===== config.mk =====
export PLATFORM = sky130hd
export DESIGN_NAME = alu_sequencer
export DESIGN_NICKNAME = d
export VERILOG_FILES = /design/src/rtl/alu_sequencer_pkg.sv /design/src/rtl/mul_step_reg.sv /design/src/rtl/alu_sequencer.sv
export SDC_FILE = /design/constraint.sdc
export NUM_CORES = 1
export LEC_CHECK = 0
export BUFFER_PORTS_ARGS = -buffer_cell sky130_fd_sc_hd__buf_2
export CORE_MARGIN = 2
export CORE_UTILIZATION = 52
export DETAILED_ROUTE_END_ITERATION = 10
export PLACE_DENSITY_LB_ADDON = 0.05
export SYNTH_ARGS = -nofsm -noshare
export SYNTH_HDL_FRONTEND = slang
export SYNTH_SLANG_ARGS = --single-unit

===== constraint.sdc =====
create_clock -name clk -period 2 [get_ports clk]
set_input_delay 0.4 -clock clk [delete_from_list [all_inputs] [get_ports clk]]
set_output_delay 0.4 -clock clk [all_outputs]
set_load 0.03 [all_outputs]

===== src/rtl/alu_sequencer_pkg.sv =====
`default_nettype none
// ============================================================================
// Module      : alu_sequencer_pkg
// Description : Shared constants for the ALU sequencer. This package holds the
//               FSM state encoding, the ALU ADD op code and the position of
//               the MUL flag inside cmd_op.
// Revision    : 1.0 - initial release
// ============================================================================
package alu_sequencer_pkg;

    // FSM state encoding
    localparam logic [1:0] c_ST_IDLE = 2'd0;
    localparam logic [1:0] c_ST_EXEC = 2'd1;
    localparam logic [1:0] c_ST_MUL  = 2'd2;
    localparam logic [1:0] c_ST_DONE = 2'd3;

    // ALU op code for addition, used for every multiply step
    localparam logic [2:0] c_ADD_OP  = 3'b000;

    // When this cmd_op bit is set, the command is a MUL and bits 2:0 are ignored
    localparam int         c_MUL_BIT = 3;

endpackage
`default_nettype wire


===== src/rtl/mul_step_reg.sv =====
`default_nettype none
// ============================================================================
// Module      : mul_step_reg
// Description : Shift-and-add multiplier state. It holds the upper product
//               half P_hi, the multiplier/lower product half Q, and the step
//               counter. Each step shifts {P_hi,Q} right by one bit. When
//               Q[0] is set, the external ALU sum (P_hi + M) is shifted in
//               instead of P_hi.
// Ports       : clk, reset (async, active-low)
//               load/load_q - clear P_hi and cnt, load Q with the multiplier
//               step        - perform one shift(-add) step
//               sum/cout    - ALU result of P_hi + M
//               p_hi        - current P_hi, fed to ALU operand A
//               p_hi_nxt/q_nxt - values after the current step
//               last        - the current step is the final one
// Revision    : 1.0 - initial release
// ============================================================================
module mul_step_reg #(
    parameter int W = 4
) (
    input  logic         clk,
    input  logic         reset,
    input  logic         load,
    input  logic [W-1:0] load_q,
    input  logic         step,
    input  logic [W-1:0] sum,
    input  logic         cout,
    output logic [W-1:0] p_hi,
    output logic [W-1:0] p_hi_nxt,
    output logic [W-1:0] q_nxt,
    output logic         last
);

    localparam int              c_CW   = (W > 1) ? $clog2(W) : 1;
    localparam logic [c_CW-1:0] c_LAST = c_CW'(W - 1);

    logic [W-1:0]    r_p_hi;
    logic [W-1:0]    r_q;
    logic [c_CW-1:0] r_cnt;

    // {P_hi,Q} >> 1. The bit shifted into the top of P_hi is the carry when
    // adding, and zero otherwise.
    assign p_hi_nxt = r_q[0] ? {cout, sum[W-1:1]} : {1'b0, r_p_hi[W-1:1]};
    assign q_nxt    = {(r_q[0] ? sum[0] : r_p_hi[0]), r_q[W-1:1]};
    assign p_hi     = r_p_hi;
    assign last     = (r_cnt == c_LAST);

    always_ff @(posedge clk or negedge reset) begin
        if (!reset) begin
            r_p_hi <= '0;
            r_q    <= '0;
            r_cnt  <= '0;
        end else if (load) begin
            r_p_hi <= '0;
            r_q    <= load_q;
            r_cnt  <= '0;
        end else if (step) begin
            r_p_hi <= p_hi_nxt;
            r_q    <= q_nxt;
            r_cnt  <= r_cnt + c_CW'(1);
        end
    end

endmodule
`default_nettype wire


===== src/rtl/alu_sequencer.sv =====
`default_nettype none
// ============================================================================
// Module      : alu_sequencer
// Description : Sequences an external W-bit ALU for a single requester.
//               Plain ALU ops take one execute cycle. MUL (cmd_op[3]=1) is an
//               unsigned WxW->2W shift-and-add that reuses the ALU ADD for W
//               cycles. Results are held until the consumer takes them.
// Ports       : clk, reset (async, active-low)
//               cmd_valid/cmd_ready/cmd_op/cmd_a/cmd_b - command handshake
//               alu_op/alu_a/alu_b  - registered ALU inputs
//               alu_s/alu_cout      - combinational ALU result
//               res_valid/res_ready/res_data/res_cout - result handshake
// Revision    : 1.0 - initial release
// ============================================================================
module alu_sequencer
    import alu_sequencer_pkg::*;
#(
    parameter int         W      = 4,
    parameter logic [2:0] ADD_OP = c_ADD_OP
) (
    input  logic           clk,
    input  logic           reset,
    input  logic           cmd_valid,
    output logic           cmd_ready,
    input  logic [3:0]     cmd_op,
    input  logic [W-1:0]   cmd_a,
    input  logic [W-1:0]   cmd_b,
    output logic [2:0]     alu_op,
    output logic [W-1:0]   alu_a,
    output logic [W-1:0]   alu_b,
    input  logic [W-1:0]   alu_s,
    input  logic           alu_cout,
    output logic           res_valid,
    input  logic           res_ready,
    output logic [2*W-1:0] res_data,
    output logic           res_cout
);

    logic [1:0]     r_state;
    logic [2:0]     r_alu_op;
    logic [W-1:0]   r_alu_a;
    logic [W-1:0]   r_alu_b;
    logic           r_res_valid;
    logic [2*W-1:0] r_res_data;
    logic           r_res_cout;

    logic           w_accept;
    logic           w_mul_load;
    logic [W-1:0]   w_p_hi;
    logic [W-1:0]   w_p_hi_nxt;
    logic [W-1:0]   w_q_nxt;
    logic           w_last;

    assign cmd_ready  = (r_state == c_ST_IDLE);
    assign w_accept   = cmd_valid && cmd_ready;
    assign w_mul_load = w_accept && cmd_op[c_MUL_BIT];

    // While multiplying, operand A is the running P_hi. The multiplicand M
    // stays in the alu_b register for the whole command.
    assign alu_op    = r_alu_op;
    assign alu_a     = (r_state == c_ST_MUL) ? w_p_hi : r_alu_a;
    assign alu_b     = r_alu_b;
    assign res_valid = r_res_valid;
    assign res_data  = r_res_data;
    assign res_cout  = r_res_cout;

    mul_step_reg #(
        .W (W)
    ) u_mul_step_reg (
        .clk      (clk),
        .reset    (reset),
        .load     (w_mul_load),
        .load_q   (cmd_b),
        .step     (r_state == c_ST_MUL),
        .sum      (alu_s),
        .cout     (alu_cout),
        .p_hi     (w_p_hi),
        .p_hi_nxt (w_p_hi_nxt),
        .q_nxt    (w_q_nxt),
        .last     (w_last)
    );

    always_ff @(posedge clk or negedge reset) begin
        if (!reset) begin
            r_state     <= c_ST_IDLE;
            r_alu_op    <= '0;
            r_alu_a     <= '0;
            r_alu_b     <= '0;
            r_res_valid <= 1'b0;
            r_res_data  <= '0;
            r_res_cout  <= 1'b0;
        end else begin
            case (r_state)
                c_ST_IDLE: begin
                    if (w_accept) begin
                        if (cmd_op[c_MUL_BIT]) begin
                            r_alu_op <= ADD_OP;
                            r_alu_a  <= '0;
                            r_alu_b  <= cmd_a;
                            r_state  <= c_ST_MUL;
                        end else begin
                            r_alu_op <= cmd_op[2:0];
                            r_alu_a  <= cmd_a;
                            r_alu_b  <= cmd_b;
                            r_state  <= c_ST_EXEC;
                        end
                    end
                end
                c_ST_EXEC: begin
                    r_res_data  <= {{W{1'b0}}, alu_s};
                    r_res_cout  <= alu_cout;
                    r_res_valid <= 1'b1;
                    r_state     <= c_ST_DONE;
                end
                c_ST_MUL: begin
                    // Take the product from the post-step values, so the
                    // result is ready on the same edge as the final step.
                    if (w_last) begin
                        r_res_data  <= {w_p_hi_nxt, w_q_nxt};
                        r_res_cout  <= 1'b0;
                        r_res_valid <= 1'b1;
                        r_state     <= c_ST_DONE;
                    end
                end
                c_ST_DONE: begin
                    if (res_ready) begin
                        r_res_valid <= 1'b0;
                        r_alu_op    <= '0;
                        r_alu_a     <= '0;
                        r_alu_b     <= '0;
                        r_state     <= c_ST_IDLE;
                    end
                end
                default: r_state <= c_ST_IDLE;
            endcase
        end
    end

endmodule
`default_nettype wire


==> Implementation_results.wiki <==
{| class="wikitable"
! Metric !! Value
|-
| Quantity of hold-fixing buffers added after cts || 0
|-
| Fraction of registers with async set or reset after synthesis || 1.00
|-
| Transition time at the pin with the least slew margin || 732 ps
|-
| Status || finished, final reports clean
|-
| Residual overflow from global routing || 0
|-
| Most common library cell in the layout ignoring fill and taps || buf_2
|-
| Initial antenna violation count || 0
|-
| Most used flip-flop cell after synthesis || dfrtp_1
|-
| Sinks on the clock net || 33
|-
| Busiest layer in global routing || met2
|-
| Num CTS Buffers || 5
|-
| Critical path's slowest cell || dfrtp_1
|-
| Global-route wire length before repair || 6.01 mm
|-
| All-layer global routing usage || 0.224
|-
| Die boundary width || 60.8 um
|-
| Leakage Power || 0.967 nW
|-
| Average wire length per cell after detail routing || 14.8 um
|-
| Post-synthesis net count || 184
|-
| Buf/Inv on CP || 2
|-
| Setup Skew || 5.51 ps
|-
| Hold Violations, Final || 0
|-
| Num ports || 43
|-
| Post-DRT Antenna Nets || 0
|-
| Final HPWL DP || 2.78 mm
|-
| Worst Setup Start Kind || register
|-
| DP Area || 1920 um^2
|-
| Area growth from synthesis to layout || 18.8%
|-
| Iteration count of the initial detailed-routing pass || 4
|-
| Total power density per cell area || 1840 nW/um^2
|-
| Achievable Freq || 0.520 GHz
|-
| Final critical path time including I/O delays and setup || 1920 ps
|-
| Die Ht || 60.8 um
|-
| Type of destination of the critical path || output pin
|-
| Final standard cell area without fillers || 1990 um^2
|-
| Starting density of the core || 0.550
|-
| Number of nets in the layout || 228
|-
| Setup TNS || 0 ps
|-
| Critical Setup Path Class || register to output pin
|-
| Count of flip-flops with a built-in enable after synthesis || 0
|-
| Register bit total from synthesis || 33
|-
| Commonest non-fill, non-tap cells in the layout || buf_2, dfrtp_1, o21ai_1
|-
| Final setup viols || 0
|-
| Portion of the clock cycle consumed by the worst path in the final layout || 0.961
|-
| Die Outline Area || 3700 um^2
|-
| Final estimated routing congestion in global placement || 0.847
|-
| Warning count from the yosys run || 0
|-
| WP data required || 1600 ps
|-
| Count of unresolved DRC violations after routing || 0
|-
| Total standard cell area after synthesis || 1680 um^2
|-
| Clock-pin slew on the worst setup and hold paths || 100 ps
|-
| Number of instances in the synthesized netlist || 158
|-
| Number of global-route vias before repair || 1324
|-
| Average vias per placed instance || 5.44
|-
| Share of final-layout standard cells stronger than drive strength 1 || 0.300
|-
| Max Fanout on Critical Path || 7
|-
| CTS H-Tree Depth || 2
|-
| Worst vdd rail ir drop || 0.697 mV
|-
| Maximum single-stage delay on the critical path || 410 ps
|-
| Final-report max-slew violation count || 0
|-
| Crit-path leading delay family || flip-flops
|-
| Average cell area after synthesis || 10.6 um^2
|-
| Number of distinct standard cells referenced by the synthesized netlist || 31
|-
| Slew HR || 0.512
|-
| Count of routing violations after the opening detailed-route iteration || 34
|-
| Core Rows || 20
|-
| Endpoint arrival time on the critical path || 1520 ps
|-
| Number of max-cap violations || 0
|-
| Worst hold path type || primary input to async pin
|-
| GR Util met1 || 0.282
|-
| Clock insertion delay at the later pin of the skew report || 320 ps
|-
| # diodes || 0
|-
| Clock buffer depth || 2
|-
| Maximum number of pins on one net before global-route repair || 34
|-
| TritonCTS clock tree || yes
|-
| Share of the yosys chip area belonging to registers || 0.492
|-
| Via count || 1343
|-
| Unrepaired setup endpoints after global routing || false
|-
| Met2 GRT Util || 0.378
|-
| Post-Route WL || 3.66 mm
|-
| Core region area || 3050 um^2
|-
| Buffers on Ports || 42
|-
| Clk Tree Root Cell || clkbuf_4
|-
| GR Util met3 || 0.0469
|-
| Critical-path cell list || inv_2 > ha_4 > mux2_1 > buf_4
|}
[flip-flops by register name, summed over array words and instances (netlist names)]
register,count
res_data,8
alu_b,4
r_alu_a,4
u_mul_step_reg.p_hi,4
u_mul_step_reg.r_q,4
alu_op,3
r_state,2
u_mul_step_reg.r_cnt,2
res_cout,1
res_valid,1
[Yosys cell counts (all sizes together) (4+ instances only)]
cell type | instances | area, um^2
a211oi | 4 | 35.0
a21oi | 9 | 45.0
nand2 | 15 | 56.3
buf | 10 | 58.8
o31ai | 12 | 95.1
mux2i | 17 | 170
inv | 6 | 22.5
nor2 | 7 | 26.3
o41ai | 4 | 50.1
mux2 | 5 | 56.3
ha | 5 | 62.6
dfrtp | 33 | 826
o21ai | 20 | 100
[routing by layer]
layer | vias up | share of wire
met3 | 4 | 0.035
met1 | 639 | 0.46
met5 | - | 0
met4 | 0 | 0.011
met2 | 37 | 0.50
li1 | 663 | -
[stage by stage]
| step | cells | power, mW | util | setup WS, ps | hold WS [ps] |
|---|---|---|---|---|---|
| 2_1_floorplan | 158 | 2.76 | - | 215 | 104 |
| 3_3_place_gp | 238 | 3.22 | 0.630 | 230 | 464 |
| 3_5_place_dp | 238 | 3.30 | 0.630 | 130 | 479 |
| 4_1_cts | 246 | 3.67 | 0.650 | 20.9 | 152 |
| 5_1_grt | 247 | 3.95 | 0.653 | 6.00 | 162 |
| 6_report | 247 | 3.67 | 0.653 | 77.6 | 132 |
[cell type report]
cell class / count / area [um^2]
multi-input combinational: 108 / 785
sequential: 33 / 826
tap: 44 / 55.1
clock buffer: 8 / 48.8
fill: 265 / 1060
inverter: 6 / 22.5
timing repair buffer: 48 / 258
[power breakdown]
group          internal (mW)  switching (mW)  leakage, nW  total [mW]
Sequential             0.983           0.205        0.410        1.19
Combinational          0.783            1.35        0.530        2.14
Clock                  0.140           0.203       0.0265       0.343
[what timing repair did]
| item | CTS | global route |
|---|---|---|
| setup buffers | 0 | 1 |
| resized for setup | 3 | 2 |
| endpoints found under the hold margin | 0 | 0 |
| pin swaps | 0 | 0 |
| cloned | 0 | 0 |
| setup endpoints to repair | 4 | 3 |
[worst paths after layout]
| kind | startpoint | end | slack [ps] | cells after the start |
|---|---|---|---|---|
| max | r_state[0] | alu_a[2] | 80 | 4 |
| min | reset | res_data[6] | 130 | 1 |
| max reg2reg | r_state[1] | alu_b[3] | 210 | 5 |
| min reg2reg | res_data[7] | res_data[7] | 500 | 2 |
| max in group asynchronous | reset | alu_b[1] | 1400 | 1 |
| min in group clk | cmd_b[1] | u_mul_step_reg.r_q[1] | 310 | 3 |
[cells by family (layout without fill, tap and decap cells)]
logic type	after synthesis	in the layout	synth area share
compound gates	53	53	0.212
xor+xnor	1	1	0.00522
fa+ha+maj	5	5	0.0373
buf+inv	17	62	0.0507
flops	33	33	0.492
mux	22	22	0.135
simple gates	27	27	0.0678
Power figures use the tool's default switching activity.
